## src/rtl/conv_deser_pkg.sv

```systemverilog
// Shared types and constants for the DDR sync-aligned deserializer.
// Pure declarations; no logic, no latency, no flow control.
package conv_deser_pkg;

    typedef enum logic {
        ST_ALIGN  = 1'b0,
        ST_LOCKED = 1'b1
    } state_t;

    localparam logic [15:0] SYNC_WORD_DEFAULT = 16'hA5C3;

    function automatic int cnt_width(input int width);
        return (width / 2 > 1) ? $clog2(width / 2) : 1;
    endfunction

endpackage

```

## src/rtl/ddr_in_capture.sv

```systemverilog
// DDR input capture: H sampled on the falling edge, presented with live L as a pair.
// Zero added latency for L, half a cycle for H; no backpressure (free-running).
module ddr_in_capture (
    input  logic       clk,
    input  logic       rst_n,
    input  logic       serial_in,
    output logic [1:0] pair
);

    logic neg_q;

    always_ff @(negedge clk or negedge rst_n) begin
        if (!rst_n) begin
            neg_q <= 1'b0;
        end else begin
            neg_q <= serial_in;
        end
    end

    // H arrived earlier on the wire, so it sits in the upper bit
    assign pair = {neg_q, serial_in};

endmodule

```

## src/rtl/conv_tree_deserializer_16.sv

```systemverilog
// DDR serial to WIDTH-bit words, aligned on SYNC_WORD; word visible 2 cycles after its last bit.
// 2-entry output buffer; a push into a full buffer with no pop drops the word and sets sticky OVERFLOW.
module conv_tree_deserializer_16
    import conv_deser_pkg::*;
#(
    parameter int              WIDTH      = 16,
    parameter logic [WIDTH-1:0] SYNC_WORD = WIDTH'(SYNC_WORD_DEFAULT),
    parameter bit              DROP_SYNC  = 1'b1,
    parameter int              FIFO_DEPTH = 2
) (
    input  logic             CLK,
    input  logic             RST_N,
    input  logic             SERIAL_IN,
    input  logic             RESYNC,
    output logic [WIDTH-1:0] PAR_OUT,
    output logic             OUT_VALID,
    input  logic             OUT_READY,
    output logic             LOCKED,
    output logic             OVERFLOW
);

    localparam int            CW       = cnt_width(WIDTH);
    localparam logic [CW-1:0] CNT_WRAP = CW'(WIDTH / 2 - 1);

    logic [1:0]       pair;
    logic [WIDTH:0]   sr;
    state_t           state_q, state_d;
    logic             phase_q, phase_d;
    logic [CW-1:0]    cnt_q, cnt_d;
    logic             match0, match1;
    logic [WIDTH-1:0] word_cur;
    logic             push_d, push_q;
    logic [WIDTH-1:0] word_q;

    logic [WIDTH-1:0] mem [FIFO_DEPTH];
    logic             rd_ptr, wr_ptr;
    logic [1:0]       count;
    logic             pop, full, wr_en;

    ddr_in_capture u_capture (
        .clk       (CLK),
        .rst_n     (RST_N),
        .serial_in (SERIAL_IN),
        .pair      (pair)
    );

    assign match0   = (sr[WIDTH-1:0] == SYNC_WORD);
    assign match1   = (sr[WIDTH:1] == SYNC_WORD);
    assign word_cur = phase_q ? sr[WIDTH:1] : sr[WIDTH-1:0];

    always_comb begin
        state_d = state_q;
        phase_d = phase_q;
        cnt_d   = cnt_q;
        push_d  = 1'b0;
        case (state_q)
            ST_ALIGN: begin
                if (match0 || match1) begin
                    state_d = ST_LOCKED;
                    phase_d = !match0;
                    cnt_d   = '0;
                end
            end
            ST_LOCKED: begin
                cnt_d = (cnt_q == CNT_WRAP) ? '0 : cnt_q + CW'(1);
                // sr already holds the whole word when the counter sits at its wrap value
                if (cnt_q == CNT_WRAP) begin
                    push_d = !(DROP_SYNC && (word_cur == SYNC_WORD));
                end
            end
            default: state_d = ST_ALIGN;
        endcase
        if (RESYNC) begin
            state_d = ST_ALIGN;
            cnt_d   = '0;
            push_d  = 1'b0;
        end
    end

    assign pop   = OUT_VALID && OUT_READY;
    assign full  = (count == 2'(FIFO_DEPTH));
    assign wr_en = push_q && (!full || pop);

    always_ff @(posedge CLK or negedge RST_N) begin
        if (!RST_N) begin
            sr       <= '0;
            state_q  <= ST_ALIGN;
            phase_q  <= 1'b0;
            cnt_q    <= '0;
            push_q   <= 1'b0;
            word_q   <= '0;
            rd_ptr   <= 1'b0;
            wr_ptr   <= 1'b0;
            count    <= '0;
            OVERFLOW <= 1'b0;
            for (int i = 0; i < FIFO_DEPTH; i++) begin
                mem[i] <= '0;
            end
        end else begin
            sr      <= {sr[WIDTH-2:0], pair};
            state_q <= state_d;
            phase_q <= phase_d;
            cnt_q   <= cnt_d;
            push_q  <= push_d;
            word_q  <= word_cur;
            if (wr_en) begin
                mem[wr_ptr] <= word_q;
                wr_ptr      <= ~wr_ptr;
            end
            if (pop) begin
                rd_ptr <= ~rd_ptr;
            end
            count <= count + 2'(wr_en) - 2'(pop);
            if (push_q && full && !pop) begin
                OVERFLOW <= 1'b1;
            end
        end
    end

    assign PAR_OUT   = mem[rd_ptr];
    assign OUT_VALID = (count != 2'd0);
    assign LOCKED    = (state_q == ST_LOCKED);

endmodule

```

## config.mk

```make
export PLATFORM = sky130hd
export DESIGN_NAME = conv_tree_deserializer_16
export DESIGN_NICKNAME = d
export VERILOG_FILES = /design/src/rtl/conv_deser_pkg.sv /design/src/rtl/ddr_in_capture.sv /design/src/rtl/conv_tree_deserializer_16.sv
export SDC_FILE = /design/constraint.sdc
export NUM_CORES = 1
export LEC_CHECK = 0
export CORE_ASPECT_RATIO = 0.75
export CORE_MARGIN = 2
export CORE_UTILIZATION = 64
export CTS_BUF_LIST = sky130_fd_sc_hd__clkbuf_8
export CTS_CLUSTER_DIAMETER = 60
export DETAILED_ROUTE_END_ITERATION = 8
export PLACE_DENSITY = 0.92
export SLEW_MARGIN = 25
export SYNTH_ARGS = -nofsm -noshare
export SYNTH_HDL_FRONTEND = slang
export SYNTH_HIERARCHICAL = 1
export SYNTH_SLANG_ARGS = --single-unit
```

## constraint.sdc

```tcl
create_clock -name CLK -period 2.4 [get_ports CLK]
set_input_delay 0.48 -clock CLK [delete_from_list [all_inputs] [get_ports CLK]]
set_output_delay 0.48 -clock CLK [all_outputs]
set_load 0.03 [all_outputs]
```

* Word-level counts from Yosys, hierarchy flattened *
Cells that the tools add are included.

cells by class
  $add $sub $neg = 3
  order comparisons = 3
  equal/unequal tests = 6
  mux-type cells = 17
  bitwise operators = 5
  reductions and logical operators = 13

operator list
  operator                count
  $mux W16                5
  $eq A16 B16 Y1 const B  3
  $bwmux W32              1
  $demux W16 S1           1
  $mux W3                 3
  $mux W1                 6
  $pmux W3 S2             1
  $logic_and A1 B1 Y1     5
  $ge A2 B2 Y1 const B    2
  $logic_not A1 Y1        4
  $not A1 Y2              2
  $add A3 B1 Y3 const B   1
  $eq A3 B3 Y1 const B    1
  $ne A3 B3 Y1 const B    1
  $not A1 Y1              3
  $add A2 B1 Y2           1
  $eq A2 B2 Y1 const B    1
  $logic_or A1 B1 Y1      2
  $lt A2 B1 Y1 const B    1
  $reduce_and A2 Y1       1
  $reduce_bool A2 Y1      1
  $sub A2 B1 Y2           1

storage, ports and cells
  register bits after elaboration = 77
  bits of input ports = 5
  output and inout bits = 19

* Logic depth before layout (Yosys ltp) *
  depth after elaboration = 6
  mapped depth = 7
  mapped depth without buffers = 7

* Hierarchy *
Netlist, hierarchy kept.

modules (own cells, without submodules)
  module                     times used  cells each  area each (sq um)  seq. area each (sq um)
  conv_tree_deserializer_16  1           195         3078.0             1901.8
  ddr_in_capture             1           3           40.0               25.0

==> results.cfg <==
[sta]
tightest_slew_ps = 730.1
max_freq_mhz = 452.1
period_needed_ps = 2212
setup_viol = 0
drv_slew = 0
holdWs_ps = 276.1
setup_tns_ps = 0
hold_viol_final = 0
rsz0062_at_grt = no
fin_skew_ps = 14.03
relSlewSlack_pct = 51.33
post-route-period-util_pct = 92.16

[route]
top_layer = met4
drc = 0
firstDrtPassIters = 4
antenna_left = 0
drt-wirelength-per-cell_um = 18.65
via_per_inst = 5.801
wl_met1_um = 2508
num_vias = 1665
drt_iter0_drc = 71
wirelength_um = 5353
route.met2.wl_um = 2511
wl_met3_um = 268

[cells_and_area]
design_area_um2 = 3580
nets = 235
fin_util_pct = 78.30
diodes = 0
area_delta_synth_final_pct = 14.81
drive_above_1_share_pct = 37.83
final_common_cell = dfrtp_1
final_cell_mix = 76 x dfrtp_1, 53 x mux2_2, 15 x dlygate4sd2_1
fillCellCount = 264

[setup_path]
worstPathRequired_ps = 1920
cp-end-kind = output pin
crit_type = flop to output pin
cp-start-kind = flop
path_buf_inv = 1
cp_max_fo = 3
crit_chain = mux2_2 -> clkdlybuf4s50_1
cp_top_family = buffers and inverters
crit_arrival_ps = 1730
cp_slowest_cell = clkdlybuf4s50_1
max_stage_delay_ps = 590

[global_route]
grt_pass1_vias = 1804
overflow = 0
grt_max_degree = 77
grt_pass1_wl_um = 9404
grt_usage_pct = 23.38
antenna_found_initial = 0

[synthesis]
syn-mean-instance-area_um2 = 15.75
synth_top_family_by_area = multiplexers
ys_types = 37
synth-edff-count = 0
ys_seq_elements = 77
synth-xor-area-share_pct = 1.124
ys_seq_area_share_pct = 61.80
synth_compound_area_share_pct = 2.528
synthArstFlopShare_pct = 100.0
synthSimpleGateAreaFrac_pct = 6.661
synthesis.area_um2 = 3118
synthesis.instances = 198
synthFlopType = dfrtp_1
muxShareOfSynthArea_pct = 24.32
synth_warnings = 6
synth_fa_ha_area_share_pct = 1.605
syn_nets = 207

[run]
max-cap-violations = 0

[floorplan]
core-area_um2 = 4572
rows = 21
dieArea_um2 = 5452
die_height_um = 64.45
start_util_pct = 68.20
io_pins = 24
die_w_um = 84.60

[place]
dpl_cell_area_um2 = 3405
hpwl_um = 3470
port-buffer-count = 23
place_congestion = 0.8237

[power]
p_leak_uw = 0.001810
pwr_density_cell_nw_per_um2 = 656.4
p_sw_uw = 505.5
p_int_uw = 1844
pwr-share-seq_pct = 57.5
p_comb_share_pct = 2.4
swShare_pct = 21.52
ir_drop_uv = 512.9
clkPwrFrac_pct = 40.1

[clocking]
cts_htree_levels = 3
worstSkewPairLatency_ps = 350
cts_made_buffers = 9
clkSlewWorstSetupHoldPaths_ps = 80
cts_tree = done
clock-root-buffer = clkbuf_8
clockBufferDepth = 2
cts_sinks = 77

[outcome]
outcome = finished clean

[worst_hold_path]
hold_class = primary input to async pin
## layer usage
| layer | global-route usage (%) | vias up |
|---|---|---|
| met5 | 0 | - |
| met4 | 8.532 | 0 |
| met3 | 9.682 | 8 |
| met2 | 35.63 | 40 |
| met1 | 30.60 | 849 |
| li1 | - | 768 |
## logic make-up after synthesis
logic type,count (synthesis)
multiplexers,64
flip-flops,77
AND/OR/NAND/NOR,28
adder cells (fa/ha/maj),4
XOR/XNOR,4
buffers and inverters,10
AO/OA/AOI/OAI,11
## worst register-to-register path, stage by stage (launching register included)
cell and delay, ps:
dfrtp_1 400, or2_2 310, and2_1 180, ha_1 270, inv_1 40, ha_1 180
xnor2_1 170, xnor2_1 130
## power groups by stage
| stage | combinational (uW) | clock (uW) | sequential, uW |
|---|---|---|---|
| final | 55.5 | 943 | 1350 |
| after global routing | 63.6 | 1030 | 1360 |
| after detailed placement | 55.5 | 0 | 1380 |
| after floorplan | 21.5 | 0 | 1370 |
| after global placement | 52.5 | 0 | 1370 |
| after CTS | 56.2 | 967 | 1350 |
## final cells by class
class / count / area, um2 / share of cell area (%)
sequential: 77 / 1927 / 53.83
clock inverter: 5 / 52.55 / 1.468
clock buffer: 10 / 137.6 / 3.845
tap: 57 / 71.32 / 1.992
inverter: 1 / 3.754 / 0.1049
timing repair buffer: 26 / 257.7 / 7.200
multi-input combinational: 111 / 1130 / 31.56
## cell usage after synthesis, drive strengths merged (3+ instances only)
library cell	n	share of area [%]
a32oi	3	0.84
ha	4	1.6
nand2	6	0.72
dfrtp	76	61
nor4bb	3	0.96
nor2	4	0.72
mux2	64	24
xnor2	3	0.84
buf	8	1.7
o21ai	3	0.48
## path summary, 6_finish.rpt
path                       startpoint               to  slack, ps  cells past startpoint
max                            rd_ptr       PAR_OUT[0]        190                      2
min                             RST_N          mem[23]        280                      2
max reg2reg                  count[1]         count[1]        640                      7
min reg2reg                     sr[7]            sr[9]        430                      0
max in group asynchronous       RST_N  u_capture/neg_q       1250                      1
min in group CLK                sr[7]            sr[9]        430                      0
## registers in the layout, summed over array words and instances, names as in the netlist, 2 cells and up
| name | count |
|---|---|
| count | 2 |
| mem | 32 |
| word_q | 16 |
| cnt_q | 3 |
| sr | 17 |
## per-stage QoR
step           worst slack, ps  std cells  total power, uW
6_report                 188.0        287             2350
5_1_grt                  119.8        287             2446
4_1_cts                  162.8        287             2374
3_5_place_dp             125.8        272             1431
3_3_place_gp             140.6        272             1425
2_1_floorplan            575.6        198             1388
## repair_timing
item,CTS,global route
setup buffers,0,0
endpoints found under the setup margin,15,0
hold buffers,0,0
resized for setup,15,0
Power figures use the tool's default switching activity.
